**config.mk**
```make
export PLATFORM = sky130hd
export DESIGN_NAME = hazard_ctrl_mc
export DESIGN_NICKNAME = d
export VERILOG_FILES = /design/src/rtl/hazard_pkg.sv /design/src/rtl/hazard_ctrl_mc_fwd_sel.sv /design/src/rtl/hazard_ctrl_mc.sv
export SDC_FILE = /design/constraint.sdc
export NUM_CORES = 1
export LEC_CHECK = 0
export ABC_AREA = 1
export CAP_MARGIN = 5
export CORE_MARGIN = 8
export CORE_UTILIZATION = 40
export DETAILED_ROUTE_END_ITERATION = 6
export DONT_BUFFER_PORTS = 1
export SETUP_SLACK_MARGIN = 0.02
export SLEW_MARGIN = 10
export SYNTH_ARGS = -nofsm -noshare
export SYNTH_HDL_FRONTEND = slang
export SYNTH_SLANG_ARGS = --single-unit
```
**constraint.sdc**
```tcl
create_clock -name Clk -period 2.47 [get_ports Clk]
set_input_delay 0.247 -clock Clk [delete_from_list [all_inputs] [get_ports Clk]]
set_output_delay 0.247 -clock Clk [all_outputs]
set_load 0.005 [all_outputs]
```
**src/rtl/hazard_pkg.sv**
```systemverilog
// Shared definitions for the hazard controller: MD FSM state encoding,
// forwarding select codes and the bit ordering of the per-stage vectors.
package hazard_pkg;

    typedef enum logic {
        ST_IDLE    = 1'b0,
        ST_MD_WAIT = 1'b1
    } md_state_t;

    typedef enum logic [1:0] {
        FWD_RF = 2'b00,
        FWD_W  = 2'b01,
        FWD_M  = 2'b10
    } fwd_t;

    // Stage bit positions inside stall/flush vectors, fetch at bit 0.
    localparam int STG_F   = 0;
    localparam int STG_D   = 1;
    localparam int STG_E   = 2;
    localparam int STG_M   = 3;
    localparam int STG_W   = 4;
    localparam int NUM_STG = 5;

    typedef logic [NUM_STG-1:0] stage_vec_t;

    // x0 is hardwired to zero, so it never creates a dependency.
    function automatic logic reg_match(input logic [4:0] rd, input logic [4:0] rs);
        return (rd != 5'd0) && (rd == rs);
    endfunction

endpackage

```
**src/rtl/hazard_ctrl_mc_fwd_sel.sv**
```systemverilog
// Operand forwarding selector for one E-stage source operand.
module fwd_sel
    import hazard_pkg::*;
#(
    parameter int LOAD_BUBBLES = 1
) (
    input  logic       used,
    input  logic [4:0] rs,
    input  logic [4:0] rd_m,
    input  logic [2:0] reg_write_m,
    input  logic       mem_to_reg_m,
    input  logic [4:0] rd_w,
    input  logic [2:0] reg_write_w,
    output fwd_t       sel
);

    // A load in M has no ALU result worth forwarding unless the second
    // bubble was inserted; in that case M is already past the load data.
    always_comb begin
        sel = FWD_RF;
        if ((reg_write_m != 3'd0) && used && reg_match(rd_m, rs) &&
            !(mem_to_reg_m && (LOAD_BUBBLES == 1))) begin
            sel = FWD_M;
        end else if ((reg_write_w != 3'd0) && used && reg_match(rd_w, rs)) begin
            sel = FWD_W;
        end
    end

endmodule

```
**src/rtl/hazard_ctrl_mc.sv**
```systemverilog
// Pipeline hazard controller: stall/flush arbitration, multi-cycle
// mul/div occupancy tracking, operand forwarding and perf counters.
module hazard_ctrl_mc
    import hazard_pkg::*;
#(
    parameter int MD_LAT       = 4,
    parameter int LOAD_BUBBLES = 1,
    parameter int CNT_W        = 32
) (
    input  logic             Clk,
    input  logic             CpuRstN,
    input  logic             ICacheMiss,
    input  logic             DCacheMiss,
    input  logic             BranchE,
    input  logic             JalrE,
    input  logic             JalD,
    input  logic [4:0]       Rs1D,
    input  logic [4:0]       Rs2D,
    input  logic [4:0]       Rs1E,
    input  logic [4:0]       Rs2E,
    input  logic [4:0]       RdE,
    input  logic [4:0]       RdM,
    input  logic [4:0]       RdW,
    input  logic [1:0]       RegReadE,
    input  logic [2:0]       RegWriteM,
    input  logic [2:0]       RegWriteW,
    input  logic             MemToRegE,
    input  logic             MemToRegM,
    input  logic             MulDivE,
    output logic             StallF,
    output logic             StallD,
    output logic             StallE,
    output logic             StallM,
    output logic             StallW,
    output logic             FlushF,
    output logic             FlushD,
    output logic             FlushE,
    output logic             FlushM,
    output logic             FlushW,
    output logic [1:0]       Forward1E,
    output logic [1:0]       Forward2E,
    output logic             MdDone,
    output logic [CNT_W-1:0] StallCycles,
    output logic [CNT_W-1:0] CtrlFlushes
);

    // First cycle of an op is spent in IDLE, last with the counter at zero.
    localparam logic [3:0] MD_START = 4'((MD_LAT > 1) ? (MD_LAT - 2) : 0);

    md_state_t        state_reg;
    logic [3:0]       md_cnt_reg;
    logic [CNT_W-1:0] stall_cycles_reg;
    logic [CNT_W-1:0] ctrl_flushes_reg;

    logic       miss;
    logic       md_start;
    logic       md_busy;
    logic       md_done;
    logic       load_use;
    logic       ctrl_flush;
    stage_vec_t stall_vec;
    stage_vec_t flush_vec;
    fwd_t       fwd1;
    fwd_t       fwd2;

    assign miss     = ICacheMiss | DCacheMiss;
    assign md_start = (state_reg == ST_IDLE) && MulDivE && (MD_LAT > 1);
    assign md_busy  = !miss && (md_start || ((state_reg == ST_MD_WAIT) && (md_cnt_reg != 4'd0)));
    assign md_done  = !miss && (((state_reg == ST_MD_WAIT) && (md_cnt_reg == 4'd0)) ||
                                ((state_reg == ST_IDLE) && MulDivE && (MD_LAT == 1)));

    assign load_use = (MemToRegE && (reg_match(RdE, Rs1D) || reg_match(RdE, Rs2D))) ||
                      ((LOAD_BUBBLES == 2) && MemToRegM &&
                       (reg_match(RdM, Rs1D) || reg_match(RdM, Rs2D)));

    // Priority arbitration of per-stage stall and flush requests.
    always_comb begin
        stall_vec  = '0;
        flush_vec  = '0;
        ctrl_flush = 1'b0;
        if (!CpuRstN) begin
            flush_vec = '1;
        end else if (miss) begin
            stall_vec = '1;
        end else if (md_busy) begin
            stall_vec[STG_F] = 1'b1;
            stall_vec[STG_D] = 1'b1;
            stall_vec[STG_E] = 1'b1;
            flush_vec[STG_M] = 1'b1;
        end else if (BranchE || JalrE) begin
            flush_vec[STG_D] = 1'b1;
            flush_vec[STG_E] = 1'b1;
            ctrl_flush       = 1'b1;
        end else if (JalD) begin
            flush_vec[STG_D] = 1'b1;
            ctrl_flush       = 1'b1;
        end else if (load_use) begin
            stall_vec[STG_F] = 1'b1;
            stall_vec[STG_D] = 1'b1;
            flush_vec[STG_E] = 1'b1;
        end
    end

    assign StallF = stall_vec[STG_F];
    assign StallD = stall_vec[STG_D];
    assign StallE = stall_vec[STG_E];
    assign StallM = stall_vec[STG_M];
    assign StallW = stall_vec[STG_W];
    assign FlushF = flush_vec[STG_F];
    assign FlushD = flush_vec[STG_D];
    assign FlushE = flush_vec[STG_E];
    assign FlushM = flush_vec[STG_M];
    assign FlushW = flush_vec[STG_W];

    assign MdDone = CpuRstN && md_done;

    fwd_sel #(.LOAD_BUBBLES(LOAD_BUBBLES)) u_fwd1 (
        .used         (RegReadE[1]),
        .rs           (Rs1E),
        .rd_m         (RdM),
        .reg_write_m  (RegWriteM),
        .mem_to_reg_m (MemToRegM),
        .rd_w         (RdW),
        .reg_write_w  (RegWriteW),
        .sel          (fwd1)
    );

    fwd_sel #(.LOAD_BUBBLES(LOAD_BUBBLES)) u_fwd2 (
        .used         (RegReadE[0]),
        .rs           (Rs2E),
        .rd_m         (RdM),
        .reg_write_m  (RegWriteM),
        .mem_to_reg_m (MemToRegM),
        .rd_w         (RdW),
        .reg_write_w  (RegWriteW),
        .sel          (fwd2)
    );

    assign Forward1E = CpuRstN ? fwd1 : FWD_RF;
    assign Forward2E = CpuRstN ? fwd2 : FWD_RF;

    // Multi-cycle op FSM; a cache miss freezes both state and counter.
    always_ff @(posedge Clk) begin
        if (!CpuRstN) begin
            state_reg  <= ST_IDLE;
            md_cnt_reg <= 4'd0;
        end else if (!miss) begin
            case (state_reg)
                ST_IDLE: begin
                    if (md_start) begin
                        state_reg  <= ST_MD_WAIT;
                        md_cnt_reg <= MD_START;
                    end
                end
                ST_MD_WAIT: begin
                    if (md_cnt_reg != 4'd0) begin
                        md_cnt_reg <= md_cnt_reg - 4'd1;
                    end else begin
                        state_reg <= ST_IDLE;
                    end
                end
                default: begin
                    state_reg  <= ST_IDLE;
                    md_cnt_reg <= 4'd0;
                end
            endcase
        end
    end

    // Saturating performance counters.
    always_ff @(posedge Clk) begin
        if (!CpuRstN) begin
            stall_cycles_reg <= '0;
            ctrl_flushes_reg <= '0;
        end else begin
            if (stall_vec[STG_F] && (stall_cycles_reg != '1)) begin
                stall_cycles_reg <= stall_cycles_reg + 1'b1;
            end
            if (ctrl_flush && (ctrl_flushes_reg != '1)) begin
                ctrl_flushes_reg <= ctrl_flushes_reg + 1'b1;
            end
        end
    end

    assign StallCycles = stall_cycles_reg;
    assign CtrlFlushes = ctrl_flushes_reg;

endmodule

```
==> results.cfg, run 1 <==
[outcome]
status = finished clean

[detailed_routing]
vias = 5148
dr.pass1.iters = 5
drtAntennaViolNets = 0
route.detailed.drc = 0
routed_wl_mm = 14.7
via_per_inst = 5.38
wl_per_cell_um = 15.4
first_iter_violations = 377

[finish]
fill_cells = 1241
register_area_um2 = 1380
final_cell_mix = nand2_1 (268), nor2_1 (87), inv_1 (71), dfxtp_1 (69), nand3_1 (69)
layout-area-overhead-vs-synth_pct = 11.0
drive_gt1_frac = 0.0642
antennaDiodeCount = 0
final_common_cell = nand2_1
fin_util = 0.452
nets = 862
multiInputGateArea_um2 = 3060
final_cells = 957

[pwr]
intPower_uw = 2050
p_comb_frac = 0.073
p_switching_uw = 619
vdd_drop_max_mv = 0.294
swShare = 0.232
leakage_uw = 0.00203
seqPwrFrac = 0.423
clkPwrFrac = 0.505
power_density_nw_per_um2 = 497

[floorplanning]
core-area_um2 = 11900
fp.dieW_um = 126
rows = 40
ios = 132
initial_core_util = 0.407
dieArea_um2 = 15900
die_y_um = 126

[placement]
gp_congestion = 0.913
place_inst = 941
port_buffers = 0
place_hpwl_mm = 11.4

[timing]
skew_ns = 0.00782
rsz0062_at_grt = no
slew_violations = 0
period_share = 0.923
hold_slack_ns = 0.0401
setup-tns-final_ns = 0
slew_headroom = 0.614
period_minus_slack_ns = 2.28
setup_viol = 0
hold_violations = 0
tightest_slew_ns = 0.573
fmax_mhz = 438

[cts]
root_buffer = clkbuf_16
insertion_delay_ns = 0.34
clkTransAtPathRegs_ns = 0.05
clock_sinks = 69
cts_max_level = 3
cts_tree = done
cts_setup_buffers = 0
cts_hold_buf = 0
postCtsResizedCells = 0
cts_inserted_buffers = 9
clockBufferDepth = 2

[critical_path]
path_class = register to register
startpoint_type = register
required_ns = 2.67
cp_data_arrival_time_ns = 2.48
endpoint_kind = register
cp_max_fo = 20

[grt]
antenna_found_initial = 0
grt_pass1_vias = 5006
grt_usage = 0.185
grt_max_degree = 37
grt-ovfl-total = 0
grt_first_pass_wirelength_mm = 24.5

[synth]
ys_seq_elements = 69
syn_area_um2 = 4850
syn_inst = 797
ys_seq_area_frac = 0.285
synth.avg_cell_area_um2 = 6.08
syn_nets = 854
yosysWarnings = 0
synthDistinctLibCells = 36

[job]
max_cap_violations = 0

[hold_path]
hp-class = primary input to register
## power groups by stage
stage | Combinational [uW] | Sequential (uW) | Clock [uW]
floorplan | 161 | 1160 | 0
global placement | 186 | 1150 | 0
detailed placement | 192 | 1150 | 0
CTS | 193 | 1130 | 1380
global route | 218 | 1130 | 1440
finish | 194 | 1130 | 1350
## cells in the mapped netlist
| library cell | n | area [um2] |
|---|---|---|
| a211oi_1 | 2 | 15.0 |
| a21oi_1 | 64 | 320 |
| a221oi_1 | 2 | 17.5 |
| a22oi_1 | 1 | 7.51 |
| a31oi_1 | 1 | 6.26 |
| buf_1 | 2 | 7.51 |
| buf_2 | 7 | 35.0 |
| buf_4 | 3 | 22.5 |
| buf_6 | 4 | 45.0 |
| clkbuf_1 | 9 | 33.8 |
| dfxtp_1 | 69 | 1380 |
| ha_1 | 4 | 50.1 |
| inv_1 | 72 | 270 |
| inv_2 | 1 | 3.75 |
| nand2_1 | 268 | 1010 |
| nand2_2 | 4 | 25.0 |
| nand2_4 | 1 | 11.3 |
| nand3_1 | 69 | 345 |
| nand3b_1 | 12 | 90.1 |
| nand4_1 | 14 | 87.6 |
| nand4_4 | 1 | 21.3 |
| nor2_1 | 87 | 327 |
| nor2_2 | 2 | 12.5 |
| nor2_4 | 1 | 11.3 |
| nor3_1 | 30 | 150 |
| nor3_4 | 2 | 32.5 |
| nor3b_1 | 3 | 22.5 |
| nor4_1 | 4 | 25.0 |
| o211ai_1 | 2 | 15.0 |
| o21ai_0 | 6 | 30.0 |
| o22ai_1 | 4 | 25.0 |
| or2_0 | 1 | 6.26 |
| or2_2 | 2 | 12.5 |
| or3_1 | 1 | 6.26 |
| xnor2_1 | 15 | 131 |
| xor2_1 | 27 | 236 |
## worst max-delay path, stage by stage, from the launching register on
cell and delay [ns]:
dfxtp_1 0.50, nand2_1 0.15, nor4_1 0.55, nand4_4 0.42, buf_4 0.35, nand3_1 0.11
a21oi_1 0.07
## stage by stage
| step | power [uW] | worst slack [ns] | cell area (um2) |
|---|---|---|---|
| finish | 2670 | 0.189 | 5380 |
| global route | 2780 | 0.0423 | 5380 |
| detailed placement | 1350 | 0.183 | 5050 |
| floorplan | 1320 | 0.582 | 4850 |
| CTS | 2700 | 0.164 | 5360 |
| global placement | 1340 | 0.294 | 5050 |
## final cells by class
| class | instances | area share |
|---|---|---|
| flip-flops and latches | 69 | 0.257 |
| clock buffers | 13 | 0.0502 |
| well taps | 147 | 0.0342 |
| repair buffers | 22 | 0.0307 |
| clock inverters | 3 | 0.00791 |
| multi-input cells | 630 | 0.569 |
| inverters | 73 | 0.0514 |
## cells by family (layout without fill, tap and decap cells)
logic type,after synthesis,after routing,synth area share
AO/OA/AOI/OAI,82,82,0.0901
XOR/XNOR,42,42,0.0759
adder cells (fa/ha/maj),4,4,0.0103
buffers and inverters,98,111,0.0862
flip-flops,69,69,0.285
AND/OR/NAND/NOR,502,502,0.452
## final timing paths
path / startpoint / endpoint / slack [ns] / depth (start not counted)
worst max-delay path: StallCycles[12] / StallCycles[16] / 0.19 / 6
worst min-delay path: CpuRstN / CtrlFlushes[22] / 0.04 / 2
worst max register to register: StallCycles[12] / StallCycles[16] / 0.19 / 6
worst min register to register: md_cnt_reg[2] / md_cnt_reg[2] / 0.50 / 2
## layer usage
layer / part of all wire / track usage / vias up
li1: - / - / 2599
met1: 0.40 / 0.199 / 2358
met2: 0.50 / 0.332 / 168
met3: 0.074 / 0.0574 / 23
met4: 0.023 / 0.0722 / 0
met5: 0 / 0 / -
Note: power is estimated with default switching activity, not from simulation.
==> run 2, diff against run 1 <==
Settings changed: SETUP_SLACK_MARGIN 0.02 to 0.4.
==> run 2 against run 1 <==
Die area stayed put. Clock skew is 0.0013 ns lower. Critical path depth is 4 higher. Largest power group unchanged. Highest routed layer unchanged.
==> results.cfg, run 2 (synthesis gave the netlist of run 1 again) <==
[timing]
hold_violations = 0
skew_ns = 0.00653
period_share = 0.802
slew_violations = 0
tightest_slew_ns = 0.492
slew_headroom = 0.670
period_minus_slack_ns = 1.98
fmax_mhz = 505
rsz0062_at_grt = no
setup_viol = 0
setup-tns-final_ns = 0

[job]
max_cap_violations = 0

[critical_path]
startpoint_type = register
max_stage_delay_ns = 0.34
path_class = register to register
worstRegToRegCells = 10
cpMostUsedCell = nand2_2
critPathSlowestCell = dfxtp_1
critPathTopFamily = simple AND/OR/NAND/NOR gates
r2r-start = StallCycles[0]
cp_max_fo = 15
cp_cell_sequence = ha_2 -> nand2_2 -> nor2_4 -> nand2_2 -> nor3_4 -> nand4_4 -> buf_4 -> nand2_4 -> nand2_1 -> a21oi_1
rrSetupSlack_ns = 0.49
required_ns = 2.73
endpoint_kind = register
cp_data_arrival_time_ns = 2.24
cp_num_buf_inv = 1
worstReg2RegEnd = StallCycles[16]

[cts]
insertion_delay_ns = 0.33
cts_inserted_buffers = 9
clock_sinks = 69
clkTransAtPathRegs_ns = 0.06
cts_max_level = 3
root_buffer = clkbuf_16
cts_hold_buf = 0
cts_tree = done
clockBufferDepth = 2

[hold_path]
hold_end = CtrlFlushes[22]
worstHoldStart = CpuRstN
hold_depth = 2
hp-class = primary input to register

[placement]
place_inst = 941
port_buffers = 0
placedInstanceArea_um2 = 5050
place_hpwl_mm = 11.4
gp_congestion = 0.913

[detailed_routing]
drtAntennaViolNets = 0
wl_per_cell_um = 15.7
via_per_inst = 5.40
route.detailed.drc = 0
routed_wl_mm = 15.2
dr.pass1.iters = 6
first_iter_violations = 377
vias = 5230

[pwr]
vdd_drop_max_mv = 0.292
leakage_uw = 0.00208
power_density_nw_per_um2 = 484
total_power_uw = 2680

[grt]
grt_usage = 0.187
grt_first_pass_wirelength_mm = 24.7
grt_pass1_vias = 5029
antenna_found_initial = 0
grt-ovfl-total = 0
grt_max_degree = 37

[floorplanning]
fp.dieW_um = 126
ios = 132
dieArea_um2 = 15900
rows = 40
core-area_um2 = 11900
die_y_um = 126
initial_core_util = 0.407

[outcome]
status = finished clean

[finish]
final_common_cell = nand2_1
final_area_um2 = 5540
layout-area-overhead-vs-synth_pct = 14.3
drive_gt1_frac = 0.0914
final_cell_mix = nand2_1 (267), nor2_1 (84), inv_1 (71), nand3_1 (69), dfxtp_1 (67)
nets = 873
final_cells = 968
antennaDiodeCount = 0
[run 2: layer usage]
metal,vias up,GRT usage,share of wire
met2,178,0.337,0.50
met1,2408,0.199,0.40
met3,23,0.0591,0.078
met4,0,0.0694,0.021
li1,2621,-,-
met5,-,0,0
[run 2: stage by stage]
stage	setup slack, ns	util	hold WS (ns)
after floorplan	0.582	-	0.453
after global placement	0.294	0.424	0.377
after detailed placement	0.183	0.424	0.381
after CTS	0.408	0.455	0.0277
after global routing	0.388	0.465	0.0267
final	0.490	0.465	0.0398
[run 2: what timing repair did]
item / 4_1_cts / 5_1_grt
endpoints found under the setup margin: 60 / 46
cloned: 0 / 1
resized for setup: 8 / 17
hold endpoints to repair: 0 / 0
buffers inserted: 3 / 7
pin swaps: 2 / 4
[run 2: layout make-up]
type                       instances  area [um2]
clock buffer                      13         270
clock inverter                     3        42.5
fill                            1238        6370
inverter                          73         279
multi-input combinational        631        3120
sequential                        69        1380
tap                              147         184
timing repair buffer              32         255
[run 2: worst max path at each step]
stage | from | endpoint | slack [ns] | cells after the start
3_3_place_gp | StallCycles[26] | StallCycles[18] | 0.29 | 8
3_5_place_dp | StallCycles[12] | StallCycles[19] | 0.18 | 6
4_1_cts | md_cnt_reg[0] | StallF | 0.41 | 8
5_1_grt | StallCycles[26] | StallCycles[15] | 0.39 | 9
6_report | StallCycles[0] | StallCycles[16] | 0.49 | 10
2_1_floorplan | StallCycles[0] | StallCycles[16] | 0.58 | 9
[run 2: power breakdown]
part	leakage [uW]	switching, uW	internal [uW]
Sequential	0.000558	6.63	1120
Clock	0.000152	483	863
Combinational	0.00138	134	72.6
==> run 3, diff against run 2 <==
Clock period 2.47 ns to 2 ns, I/O delays scaled along.
==> run 3 against run 2 <==
The flow now finishes with violations (negative hold slack). Wire length increased by 24%. Combinational power grew 99%. Register-to-register slack got worse by 0.32 ns. Maximum frequency is 8.4% higher. Critical path type unchanged. Highest routed layer unchanged.
==> results.cfg, run 3 (synthesis gave the netlist of run 1 again) <==
[critical_path]
cp_max_fo = 6
startpoint_type = register
required_ns = 2.27
endpoint_kind = register
worstRegToRegCells = 12
cp_data_arrival_time_ns = 2.10
path_class = register to register

[detailed_routing]
routed_wl_mm = 18.8
via_per_inst = 5.64
first_iter_violations = 479
vias = 5814
route.detailed.drc = 0
wl_per_cell_um = 18.2
drtAntennaViolNets = 0
dr.pass1.iters = 6

[finish]
layout-area-overhead-vs-synth_pct = 46.8
fill_cells = 1103
antennaDiodeCount = 0
final_cell_mix = nand2_1 (220), nor2_1 (73), buf_4 (71), inv_1 (68), dfxtp_1 (57)
drive_gt1_frac = 0.328
nets = 936
final_area_um2 = 7110
final_common_cell = nand2_1
fin_util = 0.597

[floorplanning]
initial_core_util = 0.407
dieArea_um2 = 15900
rows = 40
core-area_um2 = 11900
fp.dieW_um = 126
die_y_um = 126
ios = 132

[timing]
slew_violations = 0
hold_violations = 10
skew_ns = 0.00637
rsz0062_at_grt = yes
slew_headroom = 0.666
hold_slack_ns = -0.0169
setup-tns-final_ns = 0
final.setup.worst_slack_ns = 0.173
tightest_slew_ns = 0.501
period_minus_slack_ns = 1.83
fmax_mhz = 547
setup_viol = 0
period_share = 0.914

[pwr]
swShare = 0.252
p_switching_uw = 866
vdd_drop_max_mv = 0.500
p_comb_frac = 0.120
intPower_uw = 2570
seqPwrFrac = 0.408
power_density_nw_per_um2 = 484
clkPwrFrac = 0.473
leakage_uw = 0.00296

[job]
max_cap_violations = 0

[placement]
placedInstanceArea_um2 = 5430
place_hpwl_mm = 12.0
gp_congestion = 0.911
place_ws_ns = 0.0190
port_buffers = 0

[cts]
clockBufferDepth = 2
insertion_delay_ns = 0.35
cts_max_level = 3
cts_tree = done
clock_sinks = 69
clkTransAtPathRegs_ns = 0.06
root_buffer = clkbuf_16
cts_inserted_buffers = 9

[hold_path]
hold_depth = 2
hp-class = primary input to register

[grt]
grt_max_degree = 33
antenna_found_initial = 0
grt_usage = 0.218
grt_first_pass_wirelength_mm = 28.3
grt_pass1_vias = 5746
grt-ovfl-total = 0

[outcome]
violations = negative hold slack
status = finished, violations left
[run 3: cell types whose count changed in the layout (fill, tap and decap cells not counted), sizes merged]
| cell | delta |
|---|---|
| buf | +52 |
| clkbuf | +5 |
| inv | +4 |
| nand2 | +2 |
| bufbuf | +1 |
| clkinv | -1 |
| clkinvlp | -1 |
[run 3: routing by layer]
layer	share of wire	up-vias	global-route usage
li1	-	2766	-
met2	0.51	259	0.385
met4	0.033	0	0.108
met5	0	-	0
met1	0.36	2737	0.223
met3	0.095	52	0.0819
[run 3: final timing paths]
check,startpoint,end,slack [ns]
worst min-delay path,CpuRstN,CtrlFlushes[4],-0.02
worst max register to register,CtrlFlushes[0],CtrlFlushes[9],0.17
worst min register to register,CtrlFlushes[0],CtrlFlushes[0],0.50
worst max-delay path,CtrlFlushes[0],CtrlFlushes[9],0.17
[run 3: area by class of cell]
cell class                 instances  area [um2]  area share
multi-input combinational        633        4000       0.563
sequential                        69        1410       0.198
timing repair buffer              89         860       0.121
inverter                          73         293      0.0412
clock buffer                      14         264      0.0371
tap                              147         184      0.0259
timing repair inverter             4        71.3      0.0100
clock inverter                     1        30.0     0.00422
[run 3: stage by stage]
step	std cells	power (uW)
global route	1030	3560
global placement	975	1660
floorplan	797	1630
finish	1030	3440
CTS	1018	3380
detailed placement	975	1670
[run 3: timing repair]
item                                   CTS  global route
endpoints found under the hold margin   14             9
setup endpoints to repair               68            68
buffers inserted                        21             6
resized for setup                      100           138
cloned                                   7             6
pin swaps                               20            37
[run 3: power by group through the flow]
stage                     logic [uW]  clock network, uW  registers (uW)
after floorplan                  207                  0            1430
after global placement           227                  0            1430
after detailed placement         236                  0            1430
after CTS                        321               1660            1400
after global routing             441               1710            1400
final                            411               1630            1400
[run 3: worst max-delay path, stage by stage, from the launching register on]
cell and delay (ns):
dfxtp_4 0.39, ha_4 0.16, nand2_4 0.05, nor2_4 0.12, nand2_4 0.09, nor2_4 0.10
nand4_1 0.13, nand2_2 0.16, buf_12 0.23, inv_16 0.06, nand3_2 0.06, nand2_1 0.05
a21oi_1 0.13
